$ cat config.mk
export PLATFORM = sky130hd
export DESIGN_NAME = rd_cmd_sched_flat
export DESIGN_NICKNAME = d
export VERILOG_FILES = /design/src/rtl/rd_cmd_sched_if.sv /design/src/rtl/rd_cmd_sched.sv /design/src/flat_wrapper.sv
export SDC_FILE = /design/constraint.sdc
export NUM_CORES = 1
export LEC_CHECK = 0
export ABC_AREA = 1
export BUFFER_PORTS_ARGS = -buffer_cell sky130_fd_sc_hd__buf_2
export CORE_MARGIN = 1
export CORE_UTILIZATION = 39
export DETAILED_ROUTE_END_ITERATION = 12
export PLACE_DENSITY = 0.79
export SYNTH_ARGS = -nofsm -noshare
export SYNTH_HDL_FRONTEND = slang
export SYNTH_SLANG_ARGS = --single-unit
$ cat constraint.sdc
create_clock -name iClk -period 1.85 [get_ports iClk]
set_clock_uncertainty 0.2 [all_clocks]
set_input_delay 0.185 -clock iClk [delete_from_list [all_inputs] [get_ports iClk]]
set_output_delay 0.185 -clock iClk [all_outputs]
set_load 0.01 [all_outputs]
$ cat src/rtl/rd_cmd_sched_if.sv
// Handshake bundle between per-port dequeue logic, the memory read engine and
// the read-data destination stage, as seen by the read-command scheduler.
interface rd_cmd_sched_if #(
    parameter int unsigned NUM_PORT = 4,
    parameter int unsigned ADDR_W   = 16,
    parameter int unsigned LEN_W    = 8,
    parameter int unsigned DATA_W   = 32
);
    logic [NUM_PORT-1:0]        iReqVld;
    logic [NUM_PORT-1:0]        oReqRdy;
    logic [NUM_PORT*ADDR_W-1:0] iReqAddr;
    logic [NUM_PORT*LEN_W-1:0]  iReqLen;
    logic [NUM_PORT-1:0]        iReqDrop;

    logic                       oCmdVld;
    logic                       iCmdRdy;
    logic [ADDR_W-1:0]          oCmdAddr;
    logic [LEN_W-1:0]           oCmdLen;
    logic [3:0]                 oCmdSrc;
    logic                       oCmdDrop;

    logic                       iDataVld;
    logic                       oDataRdy;
    logic [DATA_W-1:0]          iDataPld;
    logic                       iDataLast;
    logic [NUM_PORT-1:0]        oDataVld;
    logic [NUM_PORT-1:0]        iDataRdy;
    logic [DATA_W-1:0]          oDataPld;
    logic                       oDataLast;

    logic                       oBusy;
    logic                       oLenErr;

    modport slave (
        input  iReqVld, iReqAddr, iReqLen, iReqDrop,
        input  iCmdRdy,
        input  iDataVld, iDataPld, iDataLast, iDataRdy,
        output oReqRdy,
        output oCmdVld, oCmdAddr, oCmdLen, oCmdSrc, oCmdDrop,
        output oDataRdy, oDataVld, oDataPld, oDataLast,
        output oBusy, oLenErr
    );

    modport master (
        output iReqVld, iReqAddr, iReqLen, iReqDrop,
        output iCmdRdy,
        output iDataVld, iDataPld, iDataLast, iDataRdy,
        input  oReqRdy,
        input  oCmdVld, oCmdAddr, oCmdLen, oCmdSrc, oCmdDrop,
        input  oDataRdy, oDataVld, oDataPld, oDataLast,
        input  oBusy, oLenErr
    );
endinterface

$ cat src/rtl/rd_cmd_sched.sv
// Round-robin read-command scheduler: grants one port, issues its command, then
// routes that burst's read data back to the granted port until the last beat.
module rd_cmd_sched #(
    parameter int unsigned NUM_PORT = 4,
    parameter int unsigned ADDR_W   = 16,
    parameter int unsigned LEN_W    = 8,
    parameter int unsigned DATA_W   = 32
) (
    input  logic           iClk,
    input  logic           iRst_n,
    rd_cmd_sched_if.slave  bus
);
    localparam int unsigned IDX_W = (NUM_PORT > 1) ? $clog2(NUM_PORT) : 1;

    typedef enum logic [1:0] {IDLE, CMD, DATA} state_t;

    state_t             state,   stateNxt;
    logic [IDX_W-1:0]   rrPtr,   rrPtrNxt;
    logic [IDX_W-1:0]   gnt,     gntNxt;
    logic [ADDR_W-1:0]  cmdAddr, cmdAddrNxt;
    logic [LEN_W-1:0]   cmdLen,  cmdLenNxt;
    logic               cmdDrop, cmdDropNxt;
    logic [LEN_W-1:0]   beatCnt, beatCntNxt;

    logic               pickVld;
    logic [IDX_W-1:0]   pick;
    int unsigned        idx;
    logic [NUM_PORT-1:0] reqRdy;
    logic               lenErr;
    logic               inData;
    logic               beatAcc;

    // First requesting port at or after rrPtr, wrapping around.
    always_comb begin
        pickVld = 1'b0;
        pick    = '0;
        idx     = 0;
        for (int unsigned i = 0; i < NUM_PORT; i++) begin
            idx = (32'(rrPtr) + i) % NUM_PORT;
            if (!pickVld && bus.iReqVld[idx]) begin
                pickVld = 1'b1;
                pick    = IDX_W'(idx);
            end
        end
    end

    assign inData  = (state == DATA);
    assign beatAcc = inData && bus.iDataVld && bus.iDataRdy[gnt];

    always_ff @(posedge iClk or negedge iRst_n) begin
        if (!iRst_n) begin
            state   <= IDLE;
            rrPtr   <= '0;
            gnt     <= '0;
            cmdAddr <= '0;
            cmdLen  <= '0;
            cmdDrop <= 1'b0;
            beatCnt <= '0;
        end else begin
            state   <= stateNxt;
            rrPtr   <= rrPtrNxt;
            gnt     <= gntNxt;
            cmdAddr <= cmdAddrNxt;
            cmdLen  <= cmdLenNxt;
            cmdDrop <= cmdDropNxt;
            beatCnt <= beatCntNxt;
        end
    end

    always_comb begin
        stateNxt   = state;
        rrPtrNxt   = rrPtr;
        gntNxt     = gnt;
        cmdAddrNxt = cmdAddr;
        cmdLenNxt  = cmdLen;
        cmdDropNxt = cmdDrop;
        beatCntNxt = beatCnt;
        reqRdy     = '0;
        lenErr     = 1'b0;
        case (state)
            IDLE: begin
                if (pickVld) begin
                    reqRdy[pick] = 1'b1;
                    gntNxt       = pick;
                    cmdAddrNxt   = bus.iReqAddr[32'(pick)*ADDR_W +: ADDR_W];
                    cmdLenNxt    = bus.iReqLen[32'(pick)*LEN_W +: LEN_W];
                    cmdDropNxt   = bus.iReqDrop[pick];
                    rrPtrNxt     = (32'(pick) == NUM_PORT - 1) ? '0 : IDX_W'(pick + IDX_W'(1));
                    stateNxt     = CMD;
                end
            end
            CMD: begin
                if (bus.iCmdRdy) begin
                    if (cmdDrop) begin
                        stateNxt = IDLE;
                    end else begin
                        beatCntNxt = '0;
                        stateNxt   = DATA;
                    end
                end
            end
            DATA: begin
                if (beatAcc) begin
                    if (beatCnt != '1) beatCntNxt = beatCnt + LEN_W'(1);
                    // Early last and overrun both flag; overrun keeps waiting for last.
                    if (bus.iDataLast) begin
                        stateNxt = IDLE;
                        lenErr   = (beatCnt != cmdLen);
                    end else begin
                        lenErr   = (beatCnt == cmdLen);
                    end
                end
            end
            default: stateNxt = IDLE;
        endcase
    end

    assign bus.oReqRdy   = reqRdy;
    assign bus.oCmdVld   = (state == CMD);
    assign bus.oCmdAddr  = cmdAddr;
    assign bus.oCmdLen   = cmdLen;
    assign bus.oCmdSrc   = 4'(gnt);
    assign bus.oCmdDrop  = cmdDrop;
    assign bus.oDataRdy  = inData && bus.iDataRdy[gnt];
    assign bus.oDataVld  = (inData && bus.iDataVld) ? (NUM_PORT'(1) << gnt) : '0;
    assign bus.oDataPld  = bus.iDataPld;
    assign bus.oDataLast = bus.iDataLast;
    assign bus.oBusy     = (state != IDLE);
    assign bus.oLenErr   = lenErr;
endmodule

$ cat src/flat_wrapper.sv
// flat-port wrapper written by rule: the top's interface ports become plain ports
module rd_cmd_sched_flat 
#(
    parameter int unsigned NUM_PORT = 4,
    parameter int unsigned ADDR_W   = 16,
    parameter int unsigned LEN_W    = 8,
    parameter int unsigned DATA_W   = 32
)
  (iClk, iRst_n, bus_iReqVld, bus_iReqAddr, bus_iReqLen, bus_iReqDrop, bus_iCmdRdy, bus_iDataVld, bus_iDataPld, bus_iDataLast, bus_iDataRdy, bus_oReqRdy, bus_oCmdVld, bus_oCmdAddr, bus_oCmdLen, bus_oCmdSrc, bus_oCmdDrop, bus_oDataRdy, bus_oDataVld, bus_oDataPld, bus_oDataLast, bus_oBusy, bus_oLenErr);
  rd_cmd_sched_if #(.NUM_PORT(NUM_PORT), .ADDR_W(ADDR_W), .LEN_W(LEN_W), .DATA_W(DATA_W)) bus_i ();
  input  logic iClk;
  input  logic iRst_n;
  input wire logic [$bits(bus_i.iReqVld)-1:0] bus_iReqVld;
  input wire logic [$bits(bus_i.iReqAddr)-1:0] bus_iReqAddr;
  input wire logic [$bits(bus_i.iReqLen)-1:0] bus_iReqLen;
  input wire logic [$bits(bus_i.iReqDrop)-1:0] bus_iReqDrop;
  input wire logic [$bits(bus_i.iCmdRdy)-1:0] bus_iCmdRdy;
  input wire logic [$bits(bus_i.iDataVld)-1:0] bus_iDataVld;
  input wire logic [$bits(bus_i.iDataPld)-1:0] bus_iDataPld;
  input wire logic [$bits(bus_i.iDataLast)-1:0] bus_iDataLast;
  input wire logic [$bits(bus_i.iDataRdy)-1:0] bus_iDataRdy;
  output wire logic [$bits(bus_i.oReqRdy)-1:0] bus_oReqRdy;
  output wire logic [$bits(bus_i.oCmdVld)-1:0] bus_oCmdVld;
  output wire logic [$bits(bus_i.oCmdAddr)-1:0] bus_oCmdAddr;
  output wire logic [$bits(bus_i.oCmdLen)-1:0] bus_oCmdLen;
  output wire logic [$bits(bus_i.oCmdSrc)-1:0] bus_oCmdSrc;
  output wire logic [$bits(bus_i.oCmdDrop)-1:0] bus_oCmdDrop;
  output wire logic [$bits(bus_i.oDataRdy)-1:0] bus_oDataRdy;
  output wire logic [$bits(bus_i.oDataVld)-1:0] bus_oDataVld;
  output wire logic [$bits(bus_i.oDataPld)-1:0] bus_oDataPld;
  output wire logic [$bits(bus_i.oDataLast)-1:0] bus_oDataLast;
  output wire logic [$bits(bus_i.oBusy)-1:0] bus_oBusy;
  output wire logic [$bits(bus_i.oLenErr)-1:0] bus_oLenErr;
  assign bus_i.iReqVld = bus_iReqVld;
  assign bus_i.iReqAddr = bus_iReqAddr;
  assign bus_i.iReqLen = bus_iReqLen;
  assign bus_i.iReqDrop = bus_iReqDrop;
  assign bus_i.iCmdRdy = bus_iCmdRdy;
  assign bus_i.iDataVld = bus_iDataVld;
  assign bus_i.iDataPld = bus_iDataPld;
  assign bus_i.iDataLast = bus_iDataLast;
  assign bus_i.iDataRdy = bus_iDataRdy;
  assign bus_oReqRdy = bus_i.oReqRdy;
  assign bus_oCmdVld = bus_i.oCmdVld;
  assign bus_oCmdAddr = bus_i.oCmdAddr;
  assign bus_oCmdLen = bus_i.oCmdLen;
  assign bus_oCmdSrc = bus_i.oCmdSrc;
  assign bus_oCmdDrop = bus_i.oCmdDrop;
  assign bus_oDataRdy = bus_i.oDataRdy;
  assign bus_oDataVld = bus_i.oDataVld;
  assign bus_oDataPld = bus_i.oDataPld;
  assign bus_oDataLast = bus_i.oDataLast;
  assign bus_oBusy = bus_i.oBusy;
  assign bus_oLenErr = bus_i.oLenErr;
  rd_cmd_sched #(.NUM_PORT(NUM_PORT), .ADDR_W(ADDR_W), .LEN_W(LEN_W), .DATA_W(DATA_W)) u_core (.iClk(iClk), .iRst_n(iRst_n), .bus(bus_i));
endmodule
* Word level (Yosys, flattened, before mapping)
Index checks and enable logic that the tools add are counted.
** Storage, ports and cells
- Bits of input ports :: 145
- Output and inout bits :: 74
- Word-level logic and storage cells :: 90
- Bits in registers :: 39
** Cells by class
- Mux-type cells :: 40
- Equality and inequality tests :: 12
- Shifts and indexed selects :: 3
- Reduce and logical (&&, ||, !) cells :: 16
- $add $sub $neg :: 5
- $lt $le $gt $ge :: 7
** Operators by type and width (count)
- 64-bit by 7-bit variable part select with 16-bit output :: 1
- 8-bit 2-to-1 mux :: 4
- 32-bit by 6-bit variable part select with 8-bit output :: 1
- 2-bit 2-to-1 mux :: 10
- 2-bit by 3-bit less-than comparator with 1-bit output (second input constant) :: 6
- 8-bit case mux with 2 select lines :: 1
- 1-bit 2-to-1 mux :: 14
- 1-bit binary-select mux with 2-bit select :: 6
- 4-bit 2-to-1 mux :: 3
- 2-bit inequality test (second input constant) :: 5
- 8-bit by 1-bit adder with 8-bit output (second input constant) :: 1
- 8-bit equality test :: 1
- 8-bit inequality test :: 1
- 8-bit inequality test (second input constant) :: 1
- 1-bit logical AND :: 7
- 2-bit case mux with 3 select lines :: 1
- 5-bit AND reduction :: 1
- 2-bit by 1-bit adder with 2-bit output (second input constant) :: 2
- 2-bit adder (second input constant) :: 2
- 2-bit equality test (second input constant) :: 2
- 4-bit AND reduction :: 1
- 2-bit nonzero test :: 2
- 1-bit by 2-bit left shift with 4-bit output (first input constant) :: 1
- 1-bit zero test :: 3
- other kinds (6) :: 6

* Longest topological paths before layout
Gate-level depths: netlist (run 1).
- Word-level depth :: 18
- Mapped depth :: 15
- Mapped depth without buffers :: 13

* Worst setup path after synthesis (run 1)
OpenSTA, ideal clock, no wires.
- Path kind :: register to output
- From :: register u_core.rrPtr[0]
- To :: output bus_oReqRdy[3]
- Stages on the path, launching flop included :: 13
- Buffers on the path :: 2
- Path slack :: -219 ps
- Arrival time :: 1684 ps
- Cell sequence :: dfrtp_1 > buf_4 > nand2_1 > nand2_1 > nand2_1 > nand2_1 > nor2_4 > nand3_1 > nand3_2 > buf_2 > ha_1 > inv_1 > nor2_1
** Between the ends
- Longest elaborated chain between the ends :: 18
- Elaborated cells between the ends (all ways) :: 32
** RTL lines
- start, declared :: RTL line rd_cmd_sched.sv:18 : logic [IDX_W-1:0] rrPtr, rrPtrNxt;
- start signal, assigned :: RTL line rd_cmd_sched.sv:61 : rrPtr <= rrPtrNxt;
- parallel branches: the longest is 16 deep, another holds 2-bit by 3-bit less-than comparator with 1-bit output
- 4-bit 2-to-1 mux * :: RTL line rd_cmd_sched.sv:82 : if (pickVld) begin
- 4-bit 2-to-1 mux * :: RTL line rd_cmd_sched.sv:80 : case (state)
- end, declared :: RTL line flat_wrapper.sv:22 : output wire logic [$bits(bus_i.oReqRdy)-1:0] bus_oReqRdy;
Mark *: on every way between the ends. The select of a mux whose other input is x is not followed.

* Worst setup path in the final report (run 1)
Same ends and word-level chain as after synthesis.

==> results of run 1 <==
-- tightest hold or removal path: stages --
cell and delay [ns]:
buf_2 0.08, nand2_1 0.04, nand3_1 0.06, nand3_1 0.06, nand2_1 0.05
-- final timing paths --
check,from,to,slack (ns),cells past startpoint
max,u_core.rrPtr[0],bus_oReqRdy[3],-0.60,14
min,bus_iReqAddr[0],u_core.bus.oCmdAddr[0],0.006,5
max reg2reg,u_core.rrPtr[0],u_core.bus.oCmdLen[7],-0.46,14
min reg2reg,u_core.bus.oCmdAddr[0],u_core.bus.oCmdAddr[0],0.28,2
max in group asynchronous,iRst_n,u_core.rrPtr[0],0.81,3
min in group asynchronous,iRst_n,u_core.bus.oCmdLen[6],0.16,2
-- cell usage in the layout, fill, tap and decap left out, drive strengths merged --
cell type	synthesis	final
buf	63	221
a31oi	1	1
a21oi	2	2
dlygate4sd3	0	2
or2	1	1
xor2	7	7
nor4	2	2
o21ai	11	11
nor2	20	20
ha	2	2
clkinv	1	3
o21a	1	1
nand4	3	3
nand3	145	145
bufinv	0	1
clkbuf	1	6
o31ai	1	1
nand2	161	161
nor3	9	9
dfrtp	39	39
conb	1	2
xnor2	2	2
o22ai	2	2
inv	30	30
-- cell families after synthesis --
| logic type | after synthesis | synth area share, % |
|---|---|---|
| DFF | 39 | 29.8 |
| adders and majority gates | 2 | 0.764 |
| xor gates and xnor gates | 9 | 2.41 |
| other | 1 | 0.115 |
| buffers and inverters | 95 | 17.4 |
| AOI/OAI and AO/OA | 18 | 3.02 |
| and+or+nand+nor | 341 | 46.5 |
-- cells in the mapped netlist (all sizes together) --
master,number
nand2,161
nand3,145
buf,63
dfrtp,39
inv,30
nor2,20
o21ai,11
nor3,9
xor2,7
nand4,3
a21oi,2
ha,2
nor4,2
o22ai,2
xnor2,2
a31oi,1
clkbuf,1
clkinv,1
conb,1
o21a,1
o31ai,1
or2,1
-- stage by stage --
stage | setup TNS, ns | utilization (%) | instances
6_report | -13.79 | 59.2 | 779
2_1_floorplan | -0.724 | - | 506
4_1_cts | -10.23 | 56.9 | 771
3_5_place_dp | -10.62 | 50.4 | 743
3_3_place_gp | -7.02 | 50.4 | 743
5_1_grt | -18.07 | 59.2 | 779
-- registers in the layout, summed over array words and instances (netlist names) --
| signal | flops |
|---|---|
| u_core.state | 2 |
| u_core.bus.oCmdDrop | 1 |
| u_core.bus.oCmdLen | 8 |
| u_core.beatCnt | 8 |
| u_core.gnt | 2 |
| u_core.bus.oCmdAddr | 16 |
| u_core.rrPtr | 2 |
-- final cells by class --
cell class / count / area share, %
flip-flops and latches: 39 / 20.2
multi-input cells: 372 / 40.7
clock buffers: 5 / 1.42
well taps: 105 / 2.71
clock inverters: 3 / 0.904
repair buffers: 224 / 31.4
inverters: 31 / 2.66
-- repair_timing --
action,CTS,global route
endpoints found under the setup margin,43,46
buffers inserted,16,7
hold buffers,2,0
cloned,3,1
hold endpoints to repair,40,0
pin swaps,22,21
gates resized for setup,55,37
-- per-layer routing --
| layer | vias to the layer above | part of all wire [%] | global-route usage, % |
|---|---|---|---|
| li1 | 1961 | - | - |
| met1 | 1879 | 40 | 31.8 |
| met2 | 205 | 51 | 43.6 |
| met3 | 40 | 7.2 | 3.90 |
| met4 | 0 | 2.6 | 8.59 |
| met5 | - | 0 | 0 |
-- power by group through the flow --
stage / Sequential (W) / Clock [W] / Combinational (W)
3_5_place_dp: 0.00157 / 0 / 0.00728
4_1_cts: 0.00157 / 0.000739 / 0.00861
3_3_place_gp: 0.00157 / 0 / 0.00704
6_report: 0.00160 / 0.000733 / 0.00937
2_1_floorplan: 0.00165 / 0 / 0.00516
5_1_grt: 0.00164 / 0.000782 / 0.0102
==> results.cfg, run 1 <==
[outcome]
status = finished with violations
violations = negative setup slack

[worst_setup_path]
worst_path_most_repeated_cell = nand2_2
cp.arrival_ns = 2.07
path_cells = buf_6 > nand2_1 > nand2_2 > nand2_1 > nand2_2 > nand2_2 > nand2_2 > nand2_2 > nand3_4 > inv_4 > ha_4 > inv_2 > nor2_2 > buf_2
criticalPathCategory = register to output port
crit_required_ns = 1.46
end_kind = output port
path_buf_inv = 4
slowest_delay_ns = 0.49
start_kind = register
slowest_stage = dfrtp_2
crit_path_max_fanout = 5
crit_family = simple AND/OR/NAND/NOR gates

[sta]
rsz0062_at_grt = true
max_freq_ghz = 0.408
hold_ws_ns = 0.00620
fin_crit_ns = 2.45
setup-violations-final = 36
timing.final.ws_setup_ns = -0.601
finalHoldViolations = 0
drv_slew = 0
finalCritPeriodShare_pct = 132

[die]
die_w_um = 93.6
ios = 219
die_area_um2 = 8770
coreArea_um2 = 8180
rows = 33
dieHeight_um = 93.6
initial_utilization_pct = 40.1

[power]
p_comb_share_pct = 80.1
irDropWorstVdd_uv = 1080
netSwitchingPower_w = 0.00592
clkPwrFrac_pct = 6.3
power_w = 0.0117
cellPowerDensity_nw_per_um2 = 2420
p_leak_nw = 2.62
sequentialPowerShare_pct = 13.7
cellInternalPower_w = 0.00578
netSwitchingFraction_pct = 50.6

[detailed_routing]
detail_route.first_pass.iterations = 5
wl_mm = 11.6
vias = 4085
routedWlPerCell_um = 14.8
vias_per_cell = 5.24
drc = 0
drt_iter0_drc = 251
ant_nets = 0

[clock_network]
root_buffer = clkbuf_8
cts_tree = built
htreeDepth = 2
path_clk_slew_ns = 0.08
cts_buffer_depth = 2
cts_buffers = 5
clock_sinks = 39
worstSkewPairLatency_ns = 0.30

[global_routing]
grt_pass1_vias = 3655
grt_pass1_wl_mm = 17.3
grt_usage_pct = 25.2
grt_max_degree = 26
antenna_found_initial = 0
grt_overflow_total = 0

[cells_and_area]
synthToLayoutAreaGrowth_pct = 47.9
register_area_um2 = 978
final_area_um2 = 4840
multi_input_area_um2 = 1970
drive_above_1_share_pct = 44.1
antennaDiodeCount = 0
nets = 820
fillers = 718

[yosys]
avgSynthCellArea_um2 = 6.48
synthTopCellsByArea = dfrtp_1 (30%), nand3_1 (22%), nand2_1 (18%)
synth_top_cell_area_share_pct = 29.8
synth_area_leader_cell = dfrtp_1
synthCells = 505
yosysWarnings = 0
synth-seq-area-share_pct = 29.8
synthDistinctLibCells = 31
netlist_area_um2 = 3270
synth-seq-cells = 39

[placed_design]
gp_congestion = 0.950
dp_slack_ns = -0.385
postPlaceCellArea_um2 = 4120
io_buffer_count = 152
hpwl_mm = 8.00

[worst_hold_path]
worstHoldPathType = input port to register

[job]
cap_viol_max_count = 0
No activity file was read; power rests on OpenSTA's default activity.
==> run 2, diff against run 1 <==
--- a/config.mk
+++ b/config.mk
@@ -11,6 +11,7 @@
 export CORE_UTILIZATION = 39
 export DETAILED_ROUTE_END_ITERATION = 12
 export PLACE_DENSITY = 0.79
+export SETUP_SLACK_MARGIN = 0.3
 export SYNTH_ARGS = -nofsm -noshare
 export SYNTH_HDL_FRONTEND = slang
 export SYNTH_SLANG_ARGS = --single-unit
==> run 2 against run 1 <==
The flow still finishes with violations (negative setup slack); hold slack better by 0.0053 ns; fmax down 0.12%; clock power up 4.5%; design area up 6.4%; combinational power up 15%; setup slack worse by 0.0029 ns.
==> results.cfg, run 2 (synthesis results as in run 1) <==
[cells_and_area]
final_cell_mix = buf_2 (151), nand2_1 (132), nand3_1 (124)
nets = 829
synthToLayoutAreaGrowth_pct = 57.4
largest_reg_flops = 16
drive_above_1_share_pct = 49.0
final_area_um2 = 5150
layout_commonest_cell = buf_2
fillers = 682
antennaDiodeCount = 0

[detailed_routing]
vias = 4217
routedWlPerCell_um = 16.0
vias_per_cell = 5.35
drc = 0
detail_route.first_pass.iterations = 6
drt_iter0_drc = 229
wl_mm = 12.6
ant_nets = 0

[sta]
worst_pin_slew_ns = 0.522
drv_slew = 0
fin_crit_ns = 2.45
rsz0062_at_grt = true
finalCritPeriodShare_pct = 133
setup-violations-final = 40
timing.final.ws_setup_ns = -0.604
max_freq_ghz = 0.408
slew_headroom_pct = 64.9
finalHoldViolations = 0

[die]
dieHeight_um = 93.6
die_area_um2 = 8770
initial_utilization_pct = 40.1
ios = 219
die_w_um = 93.6
coreArea_um2 = 8180
rows = 33

[global_routing]
grt_overflow_total = 0
antenna_found_initial = 0
grt_usage_pct = 26.6
grt_max_degree = 41
grt_pass1_vias = 3897
grt_pass1_wl_mm = 18.0

[worst_setup_path]
cp.arrival_ns = 2.07
crit_required_ns = 1.46
crit_path_max_fanout = 5
start_kind = register
end_kind = output port
criticalPathCategory = register to output port

[power]
power_w = 0.0132
irDropWorstVdd_uv = 1120
p_leak_nw = 2.74
cellPowerDensity_nw_per_um2 = 2560

[placed_design]
dp_slack_ns = -0.308
io_buffer_count = 152
postPlaceCellArea_um2 = 4180
hpwl_mm = 7.89
gp_congestion = 0.939

[job]
cap_viol_max_count = 0

[clock_network]
root_buffer = clkbuf_8
worstSkewPairLatency_ns = 0.30
clock_sinks = 39
cts_tree = built
cts_buffer_depth = 2
htreeDepth = 2
cts_buffers = 5
path_clk_slew_ns = 0.09

[outcome]
status = finished with violations
violations = negative setup slack

[worst_hold_path]
worstHoldPathType = input port to register
-- run 2: cell types whose count changed in the layout (fill, tap and decap cells not counted), moves of 4 or more --
cell     previous run  this run
buf_12              4         9
buf_8               5         0
dfrtp_1            37        33
dfrtp_2             2         6
inv_1              19        15
nand2_1           139       132
nand2_4             4        10
nand3_1           132       124
nand3_2             9        14
nor2_1             14        10
-- run 2: layout make-up --
class	instances	area, µm²	area share (%)
sequential	39	983	19.1
clock buffer	6	82.6	1.60
tap	105	131	2.55
timing repair buffer	231	1650	32.0
clock inverter	2	35.0	0.680
timing repair inverter	1	7.51	0.146
multi-input combinational	373	2130	41.3
inverter	31	136	2.65
-- run 2: worst paths after layout --
path / endpoint / from / cells past startpoint / slack (ns)
max in group asynchronous: u_core.bus.oCmdAddr[15] / iRst_n / 3 / 0.77
min in group asynchronous: u_core.beatCnt[7] / iRst_n / 2 / 0.18
min: u_core.bus.oCmdAddr[6] / bus_iReqAddr[38] / 5 / 0.01
max reg2reg: u_core.bus.oCmdLen[3] / u_core.rrPtr[0] / 14 / -0.52
max: bus_oReqRdy[3] / u_core.rrPtr[0] / 12 / -0.60
min reg2reg: u_core.bus.oCmdAddr[13] / u_core.bus.oCmdAddr[13] / 2 / 0.28
-- run 2: per-layer routing --
metal,routed length (µm),global-route usage (%),part of all wire [%]
met5,0,0,0
met4,529,13.2,4.2
met3,883,5.04,7.0
met2,6480,47.9,51
met1,4750,29.7,38
-- run 2: critical path, cell delays in order (launching register included) --
cell and delay (ns):
dfrtp_2 0.48, inv_4 0.10, nand2_1 0.14, nand3_4 0.14
nand2_4 0.09, nor2_4 0.15, nand3_4 0.13, nand3_4 0.12
inv_4 0.04, ha_4 0.15, inv_2 0.05, nor2_2 0.03
buf_2 0.13
-- run 2: repair_timing --
action / in CTS / in global routing
endpoints found under the setup margin: 49 / 51
gates resized for setup: 72 / 41
hold buffers: 4 / 0
setup buffers: 19 / 14
endpoints found under the hold margin: 22 / 0
pin swaps: 26 / 20
cloned: 6 / 1
-- run 2: metrics by stage --
stage	util, %	instances	hold slack [ns]	TNS, ns
2_1_floorplan	-	506	-0.311	-0.842
4_1_cts	59.6	773	0.00180	-11.54
5_1_grt	63.0	788	0.0321	-19.59
3_3_place_gp	51.2	736	-0.0186	-5.46
3_5_place_dp	51.2	736	-0.0163	-8.21
6_report	63.0	788	0.0115	-15.63
-- run 2: power breakdown --
| group | leakage (nW) | internal [W] | switching [W] |
|---|---|---|---|
| Clock | 0.0612 | 0.000437 | 0.000329 |
| Sequential | 0.485 | 0.00127 | 0.000343 |
| Combinational | 2.20 | 0.00509 | 0.00575 |
| Total | 2.74 | 0.00679 | 0.00642 |
